--- src/rtl/dsk_sector_server.sv ---
// Serves 512-byte sector reads/writes for two drives from a disk image in SDRAM.
// Latency: sd_ack 2 cycles after request; read 3 cycles/byte, write 4 cycles/byte with 1-cycle mem_ack.
// Backpressure: holds mem_rd/mem_wr until mem_ack; the served request bit must drop before a new request is taken.
module dsk_sector_server #(
    parameter logic [22:0] BASE0 = 23'h200000,
    parameter logic [22:0] BASE1 = 23'h300000
) (
    input  logic        clk_sys,
    input  logic        reset,
    input  logic [31:0] sd_lba,
    input  logic [1:0]  sd_rd,
    input  logic [1:0]  sd_wr,
    output logic        sd_ack,
    output logic [8:0]  sd_buff_addr,
    output logic [7:0]  sd_buff_dout,
    input  logic [7:0]  sd_buff_din,
    output logic        sd_buff_wr,
    input  logic [31:0] img_size0,
    input  logic [31:0] img_size1,
    output logic [22:0] mem_addr,
    output logic        mem_rd,
    output logic        mem_wr,
    output logic [7:0]  mem_din,
    input  logic [7:0]  mem_dout,
    input  logic        mem_ack,
    output logic        err
);

    typedef enum logic [2:0] {
        IDLE, ACCEPT, RD_REQ, RD_PUT, WR_ADDR, WR_SAMPLE, WR_REQ, DONE
    } state_t;

    state_t      state;
    logic        drv;        // drive being served
    logic        dir_wr;     // 1 = write to memory, 0 = read from memory
    logic        in_range;   // whole sector lies inside the image
    logic [31:0] lba;
    logic [8:0]  cnt;        // byte index within the sector

    logic [8:0]  cnt_nxt;
    logic        last_byte;
    logic [22:0] base;
    logic [31:0] img_size;
    logic [41:0] end_byte;
    logic        acc_in_range;
    logic [22:0] addr_first;
    logic [22:0] addr_nxt;
    logic        req_bit;

    assign cnt_nxt    = cnt + 9'd1;
    assign last_byte  = (cnt == 9'd511);
    assign base       = drv ? BASE1 : BASE0;
    assign img_size   = drv ? img_size1 : img_size0;
    // End of the sector in bytes; 42 bits so that lba = 2^32-1 cannot wrap into range.
    assign end_byte   = {({1'b0, lba} + 33'd1), 9'd0};
    assign acc_in_range = (end_byte <= {10'd0, img_size});
    // Address arithmetic wraps modulo 2^23, matching the SDRAM byte port.
    assign addr_first = base + {lba[13:0], 9'd0};
    assign addr_nxt   = base + {lba[13:0], cnt_nxt};
    assign req_bit    = dir_wr ? sd_wr[drv] : sd_rd[drv];

    // Sector transfer sequencer; every output is registered here.
    always_ff @(posedge clk_sys) begin
        if (reset) begin
            state        <= IDLE;
            drv          <= 1'b0;
            dir_wr       <= 1'b0;
            in_range     <= 1'b0;
            lba          <= 32'd0;
            cnt          <= 9'd0;
            sd_ack       <= 1'b0;
            sd_buff_addr <= 9'd0;
            sd_buff_dout <= 8'd0;
            sd_buff_wr   <= 1'b0;
            mem_addr     <= 23'd0;
            mem_rd       <= 1'b0;
            mem_wr       <= 1'b0;
            mem_din      <= 8'd0;
            err          <= 1'b0;
        end else begin
            case (state)
                IDLE: begin
                    if ((|sd_rd) || (|sd_wr)) begin
                        lba   <= sd_lba;
                        state <= ACCEPT;
                        // Reads first (drive 0 ahead of drive 1), then writes in the same drive order.
                        if (sd_rd[0]) begin
                            drv <= 1'b0; dir_wr <= 1'b0;
                        end else if (sd_rd[1]) begin
                            drv <= 1'b1; dir_wr <= 1'b0;
                        end else if (sd_wr[0]) begin
                            drv <= 1'b0; dir_wr <= 1'b1;
                        end else begin
                            drv <= 1'b1; dir_wr <= 1'b1;
                        end
                    end
                end
                ACCEPT: begin
                    sd_ack       <= 1'b1;
                    cnt          <= 9'd0;
                    in_range     <= acc_in_range;
                    sd_buff_addr <= 9'd0;
                    mem_addr     <= addr_first;
                    if (!acc_in_range) begin
                        err <= 1'b1;
                    end
                    if (dir_wr) begin
                        state <= WR_ADDR;
                    end else begin
                        mem_rd <= acc_in_range;
                        state  <= RD_REQ;
                    end
                end
                RD_REQ: begin
                    if (!in_range) begin
                        sd_buff_dout <= 8'hFF;
                        sd_buff_addr <= cnt;
                        sd_buff_wr   <= 1'b1;
                        state        <= RD_PUT;
                    end else if (mem_ack) begin
                        mem_rd       <= 1'b0;
                        sd_buff_dout <= mem_dout;
                        sd_buff_addr <= cnt;
                        sd_buff_wr   <= 1'b1;
                        state        <= RD_PUT;
                    end
                end
                RD_PUT: begin
                    sd_buff_wr <= 1'b0;
                    if (last_byte) begin
                        sd_ack <= 1'b0;
                        state  <= DONE;
                    end else begin
                        cnt      <= cnt_nxt;
                        mem_addr <= addr_nxt;
                        mem_rd   <= in_range;
                        state    <= RD_REQ;
                    end
                end
                WR_ADDR: begin
                    // sd_buff_addr already shows cnt; the requester answers next cycle.
                    state <= WR_SAMPLE;
                end
                WR_SAMPLE: begin
                    mem_din <= sd_buff_din;
                    mem_wr  <= in_range;
                    state   <= WR_REQ;
                end
                WR_REQ: begin
                    if (!in_range || mem_ack) begin
                        mem_wr <= 1'b0;
                        if (last_byte) begin
                            sd_ack <= 1'b0;
                            state  <= DONE;
                        end else begin
                            cnt          <= cnt_nxt;
                            sd_buff_addr <= cnt_nxt;
                            mem_addr     <= addr_nxt;
                            state        <= WR_ADDR;
                        end
                    end
                end
                DONE: begin
                    if (!req_bit) begin
                        state <= IDLE;
                    end
                end
                default: state <= IDLE;
            endcase
        end
    end

endmodule

--- config.mk ---
export PLATFORM = sky130hd
export DESIGN_NAME = dsk_sector_server
export DESIGN_NICKNAME = d
export VERILOG_FILES = /design/src/rtl/dsk_sector_server.sv
export SDC_FILE = /design/constraint.sdc
export NUM_CORES = 1
export LEC_CHECK = 0
export ABC_AREA = 1
export CORE_MARGIN = 4
export CORE_UTILIZATION = 43
export DETAILED_ROUTE_END_ITERATION = 8
export GPL_ROUTABILITY_DRIVEN = 0
export GPL_TIMING_DRIVEN = 1
export PLACE_DENSITY = 0.85
export SKIP_CTS_REPAIR_TIMING = 1
export SYNTH_ARGS = -nofsm -noshare
export SYNTH_HDL_FRONTEND = slang
export SYNTH_SLANG_ARGS = --single-unit
--- constraint.sdc ---
create_clock -name clk_sys -period 2.4 [get_ports clk_sys]
set_input_delay 0.48 -clock clk_sys [delete_from_list [all_inputs] [get_ports clk_sys]]
set_output_delay 0.48 -clock clk_sys [all_outputs]
set_load 0.05 [all_outputs]
[Word level (Yosys, flattened, before mapping)]
Index checks and enable logic that the tools add are counted.
Storage, ports and cells
  output and inout bits: 53
  register bits: 100
  input port bits: 119
Operators by class
  order comparisons: 2
  muxes and demuxes: 47
  equal/unequal tests: 18
  reduce and logical (&&, ||, !) cells: 20
  add/subtract/negate cells: 4
  bitwise logic cells: 1
Operator list (number)
  23-bit case mux with 3 select lines: 1
  9-bit 2-to-1 mux: 6
  9-bit case mux with 3 select lines: 2
  22-bit by 23-bit adder with 23-bit output: 2
  23-bit 2-to-1 mux: 2
  42-bit by 32-bit less-or-equal comparator with 1-bit output: 1
  32-bit by 1-bit adder with 33-bit output, second input constant: 1
  32-bit 2-to-1 mux: 1
  3-bit case mux with 8 select lines: 1
  21-bit 2-to-1 mux: 1
  3-bit 2-to-1 mux: 7
  1-bit 2-to-1 mux: 19
  2-bit != test, second input constant: 9
  8-bit 2-to-1 mux: 2
  3-bit == test, second input constant: 4
  2-bit AND reduction: 6
  9-bit by 1-bit adder with 9-bit output, second input constant: 1
  9-bit == test, second input constant: 1
  3-bit nonzero test: 3
  4-bit AND reduction: 2
  3-bit by 2-bit == test with 1-bit output, second input constant: 2
  1-bit case mux with 3 select lines: 2
  5-bit AND reduction: 1
  1-bit case mux with 2 select lines: 2
  other kinds (10): 13

[Logic depth before layout (Yosys ltp)]
  word-level depth: 5
  gate-level depth with buffers: 22
  gate-level depth less buffers: 22

[Worst setup path after synthesis]
Ideal clock, no wire load.
  kind: reg2reg
  start point: register cnt[1]
  end point: register sd_buff_addr[5]
  data required time: 2.283 ns
  stages on the path, launching flop included: 15
  arrival: 2.388 ns
  path buffers: 1
  setup slack: -0.104 ns
  period minus slack after synthesis: 2.504 ns
  cell sequence: dfxtp_1 > ha_1 > nand2_1 > nor2_1 > nand3_1 > nor3b_1 > ha_1 > inv_1 > nor2_1 > inv_1 > nand2_1 > nor2_4 > buf_4 > o211ai_1 > inv_1
On the way
  word-level cells in the longest chain between the ends: 4
RTL lines
  start: declaration: line 38  | logic [8:0] cnt;
  start signal: assignment: line 134  | cnt <= cnt_nxt;
  start signal: assignment: line 156  | cnt <= cnt_nxt;
  9-bit by 1-bit adder with 9-bit output: line 50  | assign cnt_nxt = cnt + 9'd1;
  9-bit 2-to-1 mux: line 152  | if (last_byte) begin
  9-bit 2-to-1 mux: line 150  | if (!in_range || mem_ack) begin
  9-bit case mux with 3 select lines: line 81  | case (state)
  end signal: assignment: line 117  | sd_buff_addr <= cnt;
  end signal: assignment: line 123  | sd_buff_addr <= cnt;
  end signal: assignment: line 157  | sd_buff_addr <= cnt_nxt;
  end: declaration: line 14  | output logic [8:0] sd_buff_addr,
Several ways; a longest one is shown, not always the timed one. The select of a mux whose other input is x is not followed.
A chain may end at the register's enable or synchronous reset.

[Worst setup path in the final report]
  start point: register lba[0]
  end point: register in_range
On the way
  word-level cells in the longest chain between the ends: 2
RTL lines
  start: declaration: line 37  | logic [31:0] lba;
  start signal: assignment: line 84  | lba <= sd_lba;
  32-bit by 1-bit adder with 33-bit output: line 55  | assign end_byte = {({1'b0, lba} + 33'd1), 9'd0};
  42-bit by 32-bit less-or-equal comparator with 1-bit output: line 56  | assign acc_in_range = (end_byte <= {10'd0, img_size});
  end signal: assignment: line 101  | in_range <= acc_in_range;
  end: declaration: line 36  | logic in_range;
No other way between the ends.

==> qor.txt <==
Clk Tree Root Cell: clkbuf_16
Area of the multi-input gates: 3440 sq um
Storage cell area: 1844 sq um
Tcrit/Tclk final: 1.081
Cell Pwr Density: 638.4 nW/um^2
CP Data Arrival Time: 2830 ps
Count of different cell masters after synthesis: 37
Clock Latency Late Sink: 350 ps
Status: finished with violations
Final Hold Vio Count: 0
# port buffers: 171
Total negative slack: -555.0 ps
Via-to-Cell Ratio: 5.058
Comb power frac: 0.397
Layout Nets: 1163
Fill cell count: 1019
Global Route Usage Sum: 0.2257
Ys async rst share: 0
Synth Flop Type: dfxtp_1
Gr ovfl total: 0
R2r startpoint: lba[0]
Worst Setup SP: lba[0]
Max IR drop VDD: 432.8 uV
CTS Sinks: 91
WHS: 458.9 ps
CP Launch Type: flop
Syn Inst Count: 797
Max_cap viols: 0
Switching power of the nets: 1.981 mW
Placed insts: 1172
WL final: 17400 microns
FF-to-FF End: in_range
Worst-path clk slew: 60 ps
Register area share after synthesis: 0.3317
R2R depth: 18
IO Count: 172
Worst Clk Skew: 4.795 ps
P_int: 3.299 mW
H-tree depth: 3
DP Worst Slack: -200.2 ps
Sequential fraction of design power: 0.362
R2r setup slk: -190 ps
First-pass GRT wire length: 26830 microns
Final setup vio count: 3
FMAX: 385.5 MHz
Clock power frac: 0.242
Num CTS Buffers: 9
Register bit total from synthesis: 91
# rows: 41
RSZ-0062 raised after global routing: yes
Std-Cell Core Area: 12570 sq um
Initial DRC Count: 321
Final Non-Filler Cells: 1193
CP endpoint kind: flop
Clock buffer depth: 2
# diodes: 0
Starting density of the core: 0.4370
Max-slew violations: 0
Slew at the pin closest to its max-slew limit: 804.2 ps
Die area: 14650 sq um
Die H: 121.0 microns
Crit Path Class: reg -> reg
Violated checks: negative setup slack
CTS tree: built
Max_slew headroom: 0.4633
Die width: 121.0 microns
P&R area growth vs syn: 50.59%
Sw Share: 0.3752
DPL Wire Length: 12850 microns
Crit-path max FO: 4
Tmin final: 2594 ps
Routed wire length per instance: 14.58 microns
Post-Syn Nets: 944
Via Count: 6034
Pin count of the biggest net entering global routing: 63
DRC Markers: 0
End of the critical path: in_range
Syn. warnings: 0
Number of routed nets with antenna violations: 0
Vias in the first global route: 5750
Post-synth EDFFs: 0
Share of layout cells above drive strength 1: 0.1508
Tot Pwr: 5.280 mW
DR pass1 iterations: 8
Mapped cell area: 5493 sq um
Avg Cell Area, Syn: 6.892 sq um
Hold Path Class: reg -> reg
Setup slack after layout: -193.7 ps
Initial antenna violation count: 1
Worst EP required: 2640 ps
Leak pwr: 3.412 nW
sequential cells by signal, indices dropped and copies added, names as in the netlist:
register and cells:
lba 32, mem_addr 15, sd_buff_addr 9, cnt 8
mem_din 8, sd_buff_dout 8, state 3, dir_wr 1
drv 1, err 1, in_range 1, mem_rd 1
mem_wr 1, sd_ack 1, sd_buff_wr 1
metrics by stage:
| stage | util | instance area (sq um) |
|---|---|---|
| after detailed placement | 0.6188 | 7777 |
| after floorplan | - | 5499 |
| after global routing | 0.6581 | 8272 |
| after CTS | 0.6392 | 8034 |
| final | 0.6581 | 8272 |
| after global placement | 0.6188 | 7777 |
cells in the final DEF (no fill, tap or decap), drive strengths merged, types with 2 or more instances in the layout:
cell             n
clkdlybuf4s50  171
nand2          163
nor2           150
dfxtp           91
o21ai           68
buf             68
inv             68
a21oi           64
nand3           32
ha              28
mux2i           23
nor3            21
xor2            19
clkbuf          14
xnor2            9
nand4            7
nand3b           6
o211ai           3
a31oi            3
a22oi            3
and2             2
worst max-delay path, cell delays in order (launching register included):
cell and delay, ps:
dfxtp_4 360, ha_4 170, nand3_4 90, nor2_4 170, nand2_4 100, nor2_4 180, nand2_2 70, xnor2_1 120
ha_1 320, nand2_2 70, nor2_2 130, nand2_4 70, nor2_2 80, nand3_1 80, nand3_1 90, nor2_1 50
nand3_1 100, o21bai_1 100, and2_1 140
worst min-delay path by stage:
stage | depth (start not counted) | start | slack, ps | end
final | 2 | err | 460 | err
after global placement | 2 | err | 440 | err
after detailed placement | 2 | err | 460 | err
after floorplan | 2 | lba[30] | 460 | lba[30]
after CTS | 2 | mem_wr | 470 | mem_wr
after global routing | 2 | err | 470 | err
Yosys cell counts (7+ instances only):
master    count  area, sq um
nand4_1       7        43.79
nor3_1       21        105.1
ha_1         28        350.3
nand2_1     157        589.3
nor2_4        8        90.09
mux2i_1      23        230.2
dfxtp_1      91         1822
a21oi_1      64        320.3
clkbuf_1     19        71.32
nand3_1      29        145.1
xnor2_1       9        78.83
nor2_1      135        506.7
xor2_1       19        166.4
inv_1        64        240.2
o21ai_0      66        330.3
per-layer routing:
| metal | global-route usage | wire length [microns] | part of all wire |
|---|---|---|---|
| met1 | 0.2660 | 7085 | 0.41 |
| met2 | 0.3814 | 8354 | 0.48 |
| met3 | 0.08298 | 1678 | 0.096 |
| met4 | 0.07011 | 265 | 0.015 |
| met5 | 0 | 12 | 0.00069 |
area by class of cell:
| cell class | instances | area share |
|---|---|---|
| Clock buffer | 14 | 0.02950 |
| Clock inverter | 2 | 0.001513 |
| Inverter | 68 | 0.03116 |
| Multi-Input combinational cell | 607 | 0.4158 |
| Sequential cell | 91 | 0.2230 |
| Tap cell | 172 | 0.02602 |
| Timing Repair Buffer | 239 | 0.2730 |
kinds of logic (layout without fill, tap and decap cells):
logic type / after synthesis / count (layout) / synth area share
AO/OA/AOI/OAI: 146 / 146 / 0.1405
XOR/XNOR: 28 / 28 / 0.04465
AND/OR/NAND/NOR: 382 / 382 / 0.3041
adder cells (fa/ha/maj): 28 / 28 / 0.06378
multiplexers: 23 / 23 / 0.04191
flip-flops: 91 / 91 / 0.3317
buffers and inverters: 99 / 323 / 0.07335
power groups by stage:
stage          Combinational (mW)  Sequential, mW  Clock [mW]
2_1_floorplan               0.919            2.22           0
5_1_grt                      2.29            1.93        1.37
4_1_cts                      2.01            1.89        1.31
6_report                     2.10            1.91        1.28
3_5_place_dp                 2.00            1.91           0
3_3_place_gp                 1.96            1.91           0
Note: power is estimated with default switching activity, not from simulation.
